--- src/rtl/step_pulse_gen.sv ---
// Step/dir pulse generator for the stepper phase driver.
// Accepts move commands over valid/ready and emits step pulses with a fixed
// high width and a programmable rise-to-rise period. The block guarantees a
// dir setup time before the first step, and abort never produces a runt pulse.
module step_pulse_gen #(
   parameter int CNT_W           = 32,
   parameter int STEP_HIGH_TICKS = 8,
   parameter int DIR_SETUP_TICKS = 4
) (
   input  logic             clk,
   input  logic             resetn,
   input  logic             cmd_valid,
   output logic             cmd_ready,
   input  logic             cmd_dir,
   input  logic [CNT_W-1:0] cmd_steps,
   input  logic [CNT_W-1:0] cmd_period,
   input  logic             abort,
   output logic             step,
   output logic             dir,
   output logic             busy,
   output logic             move_done,
   output logic [CNT_W-1:0] steps_remaining
);

   localparam logic [1:0] S_IDLE  = 2'd0;
   localparam logic [1:0] S_SETUP = 2'd1;
   localparam logic [1:0] S_HIGH  = 2'd2;
   localparam logic [1:0] S_LOW   = 2'd3;

   // Timer reload values are "ticks - 1" because each timer runs until it reads zero.
   localparam logic [CNT_W-1:0] SETUP_LD = CNT_W'(DIR_SETUP_TICKS - 1);
   localparam logic [CNT_W-1:0] HIGH_LD  = CNT_W'(STEP_HIGH_TICKS - 1);
   localparam logic [CNT_W-1:0] HIGH_T   = CNT_W'(STEP_HIGH_TICKS);
   localparam logic [CNT_W-1:0] MIN_P    = CNT_W'(2 * STEP_HIGH_TICKS);
   localparam logic [CNT_W-1:0] ONE      = CNT_W'(1);

   logic [1:0]       state_q, state_d;
   logic [CNT_W-1:0] tmr_q, tmr_d;
   logic [CNT_W-1:0] low_ld_q, low_ld_d;
   logic [CNT_W-1:0] rem_q, rem_d;
   logic             step_q, step_d;
   logic             dir_q, dir_d;
   logic             done_q, done_d;
   logic             pend_q, pend_d;
   logic [CNT_W-1:0] period_eff;

   // Period clamp keeps the low phase at least as long as the high phase.
   always_comb begin
      period_eff = (cmd_period > MIN_P) ? cmd_period : MIN_P;
   end

   // Next-state logic for the move sequencer.
   always_comb begin
      state_d  = state_q;
      tmr_d    = tmr_q;
      low_ld_d = low_ld_q;
      rem_d    = rem_q;
      step_d   = step_q;
      dir_d    = dir_q;
      done_d   = 1'b0;
      pend_d   = pend_q;
      case (state_q)
         S_IDLE: begin
            if (cmd_valid) begin
               if (cmd_steps == '0) begin
                  done_d = 1'b1;
               end else begin
                  dir_d    = cmd_dir;
                  rem_d    = cmd_steps;
                  low_ld_d = period_eff - HIGH_T - ONE;
                  tmr_d    = SETUP_LD;
                  pend_d   = 1'b0;
                  state_d  = S_SETUP;
               end
            end
         end
         S_SETUP: begin
            if (abort) begin
               state_d = S_IDLE;
               done_d  = 1'b1;
            end else if (tmr_q == '0) begin
               state_d = S_HIGH;
               tmr_d   = HIGH_LD;
               step_d  = 1'b1;
               rem_d   = rem_q - ONE;
            end else begin
               tmr_d = tmr_q - ONE;
            end
         end
         S_HIGH: begin
            // Abort is deferred until the pulse has its full width.
            if (tmr_q == '0) begin
               step_d = 1'b0;
               if (pend_q || abort) begin
                  state_d = S_IDLE;
                  done_d  = 1'b1;
                  pend_d  = 1'b0;
               end else begin
                  state_d = S_LOW;
                  tmr_d   = low_ld_q;
               end
            end else begin
               tmr_d = tmr_q - ONE;
               if (abort) pend_d = 1'b1;
            end
         end
         default: begin
            if (abort) begin
               state_d = S_IDLE;
               done_d  = 1'b1;
            end else if (tmr_q == '0) begin
               if (rem_q != '0) begin
                  state_d = S_HIGH;
                  tmr_d   = HIGH_LD;
                  step_d  = 1'b1;
                  rem_d   = rem_q - ONE;
               end else begin
                  state_d = S_IDLE;
                  done_d  = 1'b1;
               end
            end else begin
               tmr_d = tmr_q - ONE;
            end
         end
      endcase
   end

   // State and registered outputs; reset drops step immediately.
   always_ff @(posedge clk or negedge resetn) begin
      if (!resetn) begin
         state_q  <= S_IDLE;
         tmr_q    <= '0;
         low_ld_q <= '0;
         rem_q    <= '0;
         step_q   <= 1'b0;
         dir_q    <= 1'b0;
         done_q   <= 1'b0;
         pend_q   <= 1'b0;
      end else begin
         state_q  <= state_d;
         tmr_q    <= tmr_d;
         low_ld_q <= low_ld_d;
         rem_q    <= rem_d;
         step_q   <= step_d;
         dir_q    <= dir_d;
         done_q   <= done_d;
         pend_q   <= pend_d;
      end
   end

   // Handshake and status decoded straight from state.
   always_comb begin
      cmd_ready       = (state_q == S_IDLE);
      busy            = (state_q != S_IDLE);
      step            = step_q;
      dir             = dir_q;
      move_done       = done_q;
      steps_remaining = rem_q;
   end

endmodule

--- config.mk ---
export PLATFORM = sky130hd
export DESIGN_NAME = step_pulse_gen
export DESIGN_NICKNAME = d
export VERILOG_FILES = /design/src/rtl/step_pulse_gen.sv
export SDC_FILE = /design/constraint.sdc
export NUM_CORES = 1
export LEC_CHECK = 0
export CORE_UTILIZATION = 36
export CTS_BUF_LIST = sky130_fd_sc_hd__clkbuf_16
export DETAILED_ROUTE_END_ITERATION = 10
export PLACE_DENSITY_LB_ADDON = 0.15
export SYNTH_ARGS = -nofsm -noshare
export SYNTH_HDL_FRONTEND = slang
export SYNTH_SLANG_ARGS = --single-unit
--- constraint.sdc ---
create_clock -name clk -period 7.16 [get_ports clk]
set_input_delay 0.716 -clock clk [delete_from_list [all_inputs] [get_ports clk]]
set_output_delay 0.716 -clock clk [all_outputs]
set_load 0.1 [all_outputs]
# After elaboration in Yosys (flattened, before gate mapping)

Index checks and enable logic that the tools add are counted.

Add/sub/neg operators: 4
Multiply operators: 0
Div/mod/pow operators: 0
Magnitude comparators: 1
Equality and inequality tests: 15
Shifts and indexed selects: 0
Multiplexer cells: 51
Bitwise logic cells: 3
Reduce and logical (&&, ||, !) cells: 17

Operators by type and width:

| kind                    | count |
|---|---|
| $mux W32                | 17 |
| $pmux W32 S3            | 2 |
| $sub A32 B1 Y32 const B | 3 |
| $logic_not A32 Y1       | 2 |
| $gt A32 B5 Y1 const B   | 1 |
| $reduce_bool A32 Y1     | 1 |
| $sub A32 B4 Y32 const B | 1 |
| $mux W1                 | 19 |
| $mux W2                 | 9 |
| $reduce_and A5 Y1       | 3 |
| $ne A2 B2 Y1 const B    | 6 |
| $ne A3 B3 Y1 const B    | 4 |
| $reduce_bool A3 Y1      | 3 |
| $reduce_and A8 Y1       | 1 |
| $pmux W1 S3             | 2 |
| $pmux W2 S3             | 1 |
| $reduce_and A6 Y1       | 1 |
| $reduce_bool A2 Y1      | 3 |
| $ne A5 B2 Y1 const B    | 1 |
| $ne A3 B2 Y1 const B    | 1 |
| $not A1 Y1              | 3 |
| $reduce_and A3 Y1       | 1 |
| $eq A2 B1 Y1 const B    | 1 |
| $eq A2 B2 Y1 const B    | 1 |
| 4 further kinds         | 4 |

Bits in registers: 102
Latch bits: 0
Bits in writable memories: 0
Memory bits (read-only): 0
Bits of input ports: 69
Output and inout bits: 37
Logic and storage cells: 99
Memories: 0

# Depth between registers and ports, before layout

Depth in word-level cells: 5
Gate-level depth with buffers: 12
Depth with buffers taken out: 11

# Least setup slack after synthesis

Ideal clock, no wire load.

Path kind: register -> register
Start: reg rem_q[1], in the netlist steps_remaining[1]
End: reg rem_q[4], in the netlist steps_remaining[4]
Setup time: 127 ps
Data arrival time: 3,500 ps
Required time: 7,033 ps
Slack: 3,533 ps
Cell stages (with the launch flop): 13
Path buffers: 3
Clock period less this slack: 3,627 ps
Path through: dfrtp_1 > inv_1 > ha_1 > or3b_2 > or3_1 > clkbuf_1 > nor4_2 > a311oi_4 > or2_1 > buf_4 > buf_6 > a21oi_1 > a21oi_2

Cells in the longest elaborated chain, start to end: 5
Elaborated cells between the ends (all ways): 10
Those cells by class: add/sub: 1; mux: 6; reduce/logical: 3

Ends and longest elaborated chain:

| element                | RTL line | text |
|---|---|---|
| start, declared        | 40       | `logic [CNT_W-1:0] rem_q, rem_d;` |
| start signal, assigned | 143      | `rem_q <= rem_d;` |
| $sub A32 B1 Y32        | 85, 116  |  |
| $mux W32               | 112      | `if (rem_q != '0) begin` |
| $mux W32               | 111      | `end else if (tmr_q == '0) begin` |
| $mux W32               | 108      | `if (abort) begin` |
| $pmux W32 S3           | 62       | `case (state_q)` |

Several ways; a longest one is shown, not always the timed one. The select of a mux whose other input is x is not followed.
A chain may end at the register's enable or synchronous reset.

# Worst setup path in the final report

Start: reg tmr_q[16]
End: reg rem_q[18], in the netlist steps_remaining[18]

Cells in the longest elaborated chain, start to end: 3
Elaborated cells between the ends (all ways): 4
Those cells by class: eq/ne: 1; reduce/logical: 3

Ends and longest elaborated chain:

| element                                                             | RTL line | text |
|---|---|---|
| start, declared                                                     | 38       | `logic [CNT_W-1:0] tmr_q, tmr_d;` |
| start signal, assigned                                              | 141      | `tmr_q <= tmr_d;` |
| $logic_not A32 Y1 (*)                                               | 81, 111  |  |
| $ne A2 B2 Y1 (no line) / $reduce_bool A2 Y1 (equally long branches) | n/a      |  |
| $reduce_and A8 Y1 (no line) (*)                                     | n/a      |  |

Every way passes the cells marked *; elsewhere a longest branch is shown, timed or not.

==> key figures <==
CTS
  – Clk_lat worst skew: 350 ps
  – CTS Hold Buffers Added: 0
  – Clock slew at reported path FFs: 70 ps
  – Post-CTS Resized: 0
  – Clk sinks: 102
  – Max clock buf depth: 2
  – CTS root buf: clkbuf_16
  – CTS Buf Count: 9
  – # H-tree levels: 3
  – Post-CTS Setup Inserts: 0
  – CTS tree: done

Global route
  – Largest net degree at the start of global routing: 69
  – Total GRT Usage: 21.6%
  – Vias in the first global route: 5688
  – Grt total ovfl: 0
  – Initial antenna violation count: 0
  – First-pass GRT wire length: 31.0 mm

Synthesis
  – Synth unique cells: 62
  – Top cells by count, synth: dfrtp_1, o21ai_0, nand2_1
  – Area share of the largest cell type after synthesis: 39.6%
  – Mapped Nets: 860
  – Register bit total from synthesis: 102
  – Post-Syn Instances: 787
  – Post-synthesis sequential area ratio: 39.6%
  – Mapped cell area: 0.00645 mm²
  – Syn avg cell area: 8.20 µm²
  – Most numerous cell in the Yosys netlist: dfrtp_1
  – Post-synth top flop: dfrtp_1
  – Synth warnings: 0
  – Area leader, netlist: dfrtp_1
  – Dominant cells by area after synthesis: dfrtp_1, o21ai_0, nand2_1
  – Synth async-reset ratio: 100%
  – Number of synthesized flops with an enable pin: 0

Routing
  – Vias: 6182
  – DR pass1 iterations: 5
  – WL final: 19.1 mm
  – Remaining antenna violation count: 0
  – Per-cell routed wire length: 17.4 µm
  – # DRC: 0
  – Vias per inst: 5.65
  – Initial detailed-routing violation count: 476

Placed design
  – Post-detail-place hpwl: 13.5 mm
  – Port bufs: 105
  – Final Wtd Congestion: 0.879
  – Placed cells: 1078

STA
  – # setup viols final: 0
  – Setup Skew: 7.66 ps
  – Worst-Margin Slew: 1100 ps
  – Max_slew headroom: 26.7%
  – RSZ-0062 raised after global routing: no
  – Final min period: 4310 ps
  – Final Cycle Share: 60.1%
  – F_max: 0.232 GHz
  – Fin. max-slew vios: 0
  – Hold Vio Cnt, Final: 0
  – Fin Setup TNS: 0 ps

Min path
  – HP Class: in -> async

Worst setup path
  – Worst Path Required: 7380 ps
  – Reg2Reg Depth: 8
  – Maximum fanout along the worst path: 51
  – Crit path DAT: 4520 ps
  – Crit Path Category: reg -> reg
  – CP endpoint kind: flop
  – Worst Setup Start Kind: flop

Run
  – # Max-Cap Violations: 0

Final layout
  – Util after Layout: 45.4%
  – Area occupied by multi-input gates: 0.00362 mm²
  – Fin nets: 937
  – Diode count: 0
  – Area grow syn2layout: 22.6%
  – Finished Layout Cells: 1094
  – Filler instances: 1745
  – Register area: 0.00255 mm²
  – Share of cells above drive strength 1: 9.44%

Die
  – Die Span Y: 136 µm
  – Starting density of the core: 37.0%
  – Core area: 0.0174 mm²
  – Die ar.: 0.0185 mm²
  – Placement row count: 48
  – Io pins: 106
  – Die Wd: 136 µm

Power
  – VDD IR-drop max: 0.316 mV
  – Leak: 0.00308 µW
  – Pwr dens: 449 mW/mm²

Run status
  – Status: finished, final reports clean
==> placed cells by master (no fill, tap or decap), types with 14 or more instances in the layout <==
cell and count:
dfrtp_1 102, nor2_1 67, nor3_1 33, or4_1 19, clkdlybuf4s50_1 104, a31oi_1 27, nand2_1 85, nand3_1 15
xnor2_1 24, or3_1 14, nor4_1 32, a21oi_1 47, inv_1 16, a21oi_2 36, o21ai_0 101, o22ai_1 14
==> sequential cells by signal, summed over array words and instances, names as in the netlist <==
signal           count
pend_q               1
dir                  1
steps_remaining     32
move_done            1
step                 1
low_ld_q            32
state_q              2
tmr_q               32
==> worst max-delay path, cell delays in order, from the launching register on <==
cell       delay, ps
dfrtp_1          400
or4_4            570
or4b_1           650
or4_1            940
a311oi_4         540
or2_2            180
buf_4            560
o21ai_1          140
o2bb2ai_1        150
==> where the power goes <==
part	internal [µW]	leakage, µW	total [µW]	switching [µW]
Combinational	568	0.00167	1990	1420
Clock	233	0.000132	458	225
Sequential	813	0.00128	1100	290
Total	1610	0.00308	3550	1940
==> worst paths after layout <==
check                             start             endpoint  slack [ps]
max                           tmr_q[16]  steps_remaining[18]        2850
min                              resetn  steps_remaining[28]         330
max reg2reg                   tmr_q[16]  steps_remaining[18]        2850
min reg2reg                low_ld_q[22]         low_ld_q[22]         480
max in group asynchronous        resetn         low_ld_q[12]        5570
min in group clk           low_ld_q[22]         low_ld_q[22]         480
==> layer usage <==
metal	part of all wire [%]	track usage (%)
met5	0	0
met4	1.6	6.91
met3	4.1	3.28
met2	43	31.0
met1	51	32.9
==> cells by family after synthesis <==
kind of cell    synth area share, %
compound gates                 26.8
xor+xnor                       3.80
fa+ha+maj                     0.776
buf+inv                        4.36
flops                          39.6
mux                           0.349
simple gates                   24.4
==> layout make-up <==
| class | count | share of cell area, % |
|---|---|---|
| clock buffers | 9 | 2.85 |
| clock inverters | 7 | 0.538 |
| inverters | 16 | 0.759 |
| multi-input cells | 620 | 45.8 |
| flip-flops and latches | 102 | 32.3 |
| well taps | 225 | 3.56 |
| repair buffers | 115 | 14.2 |
==> metrics by stage <==
stage,power (µW),instance area [µm²],setup WS (ps),hold WS (ps)
2_1_floorplan,2560,6450,3530,420
3_3_place_gp,3090,7640,2880,460
3_5_place_dp,3100,7640,2810,462
4_1_cts,3560,7910,2870,347
5_1_grt,3790,7910,2670,377
6_report,3550,7910,2850,329
Power figures use the tool's default switching activity.
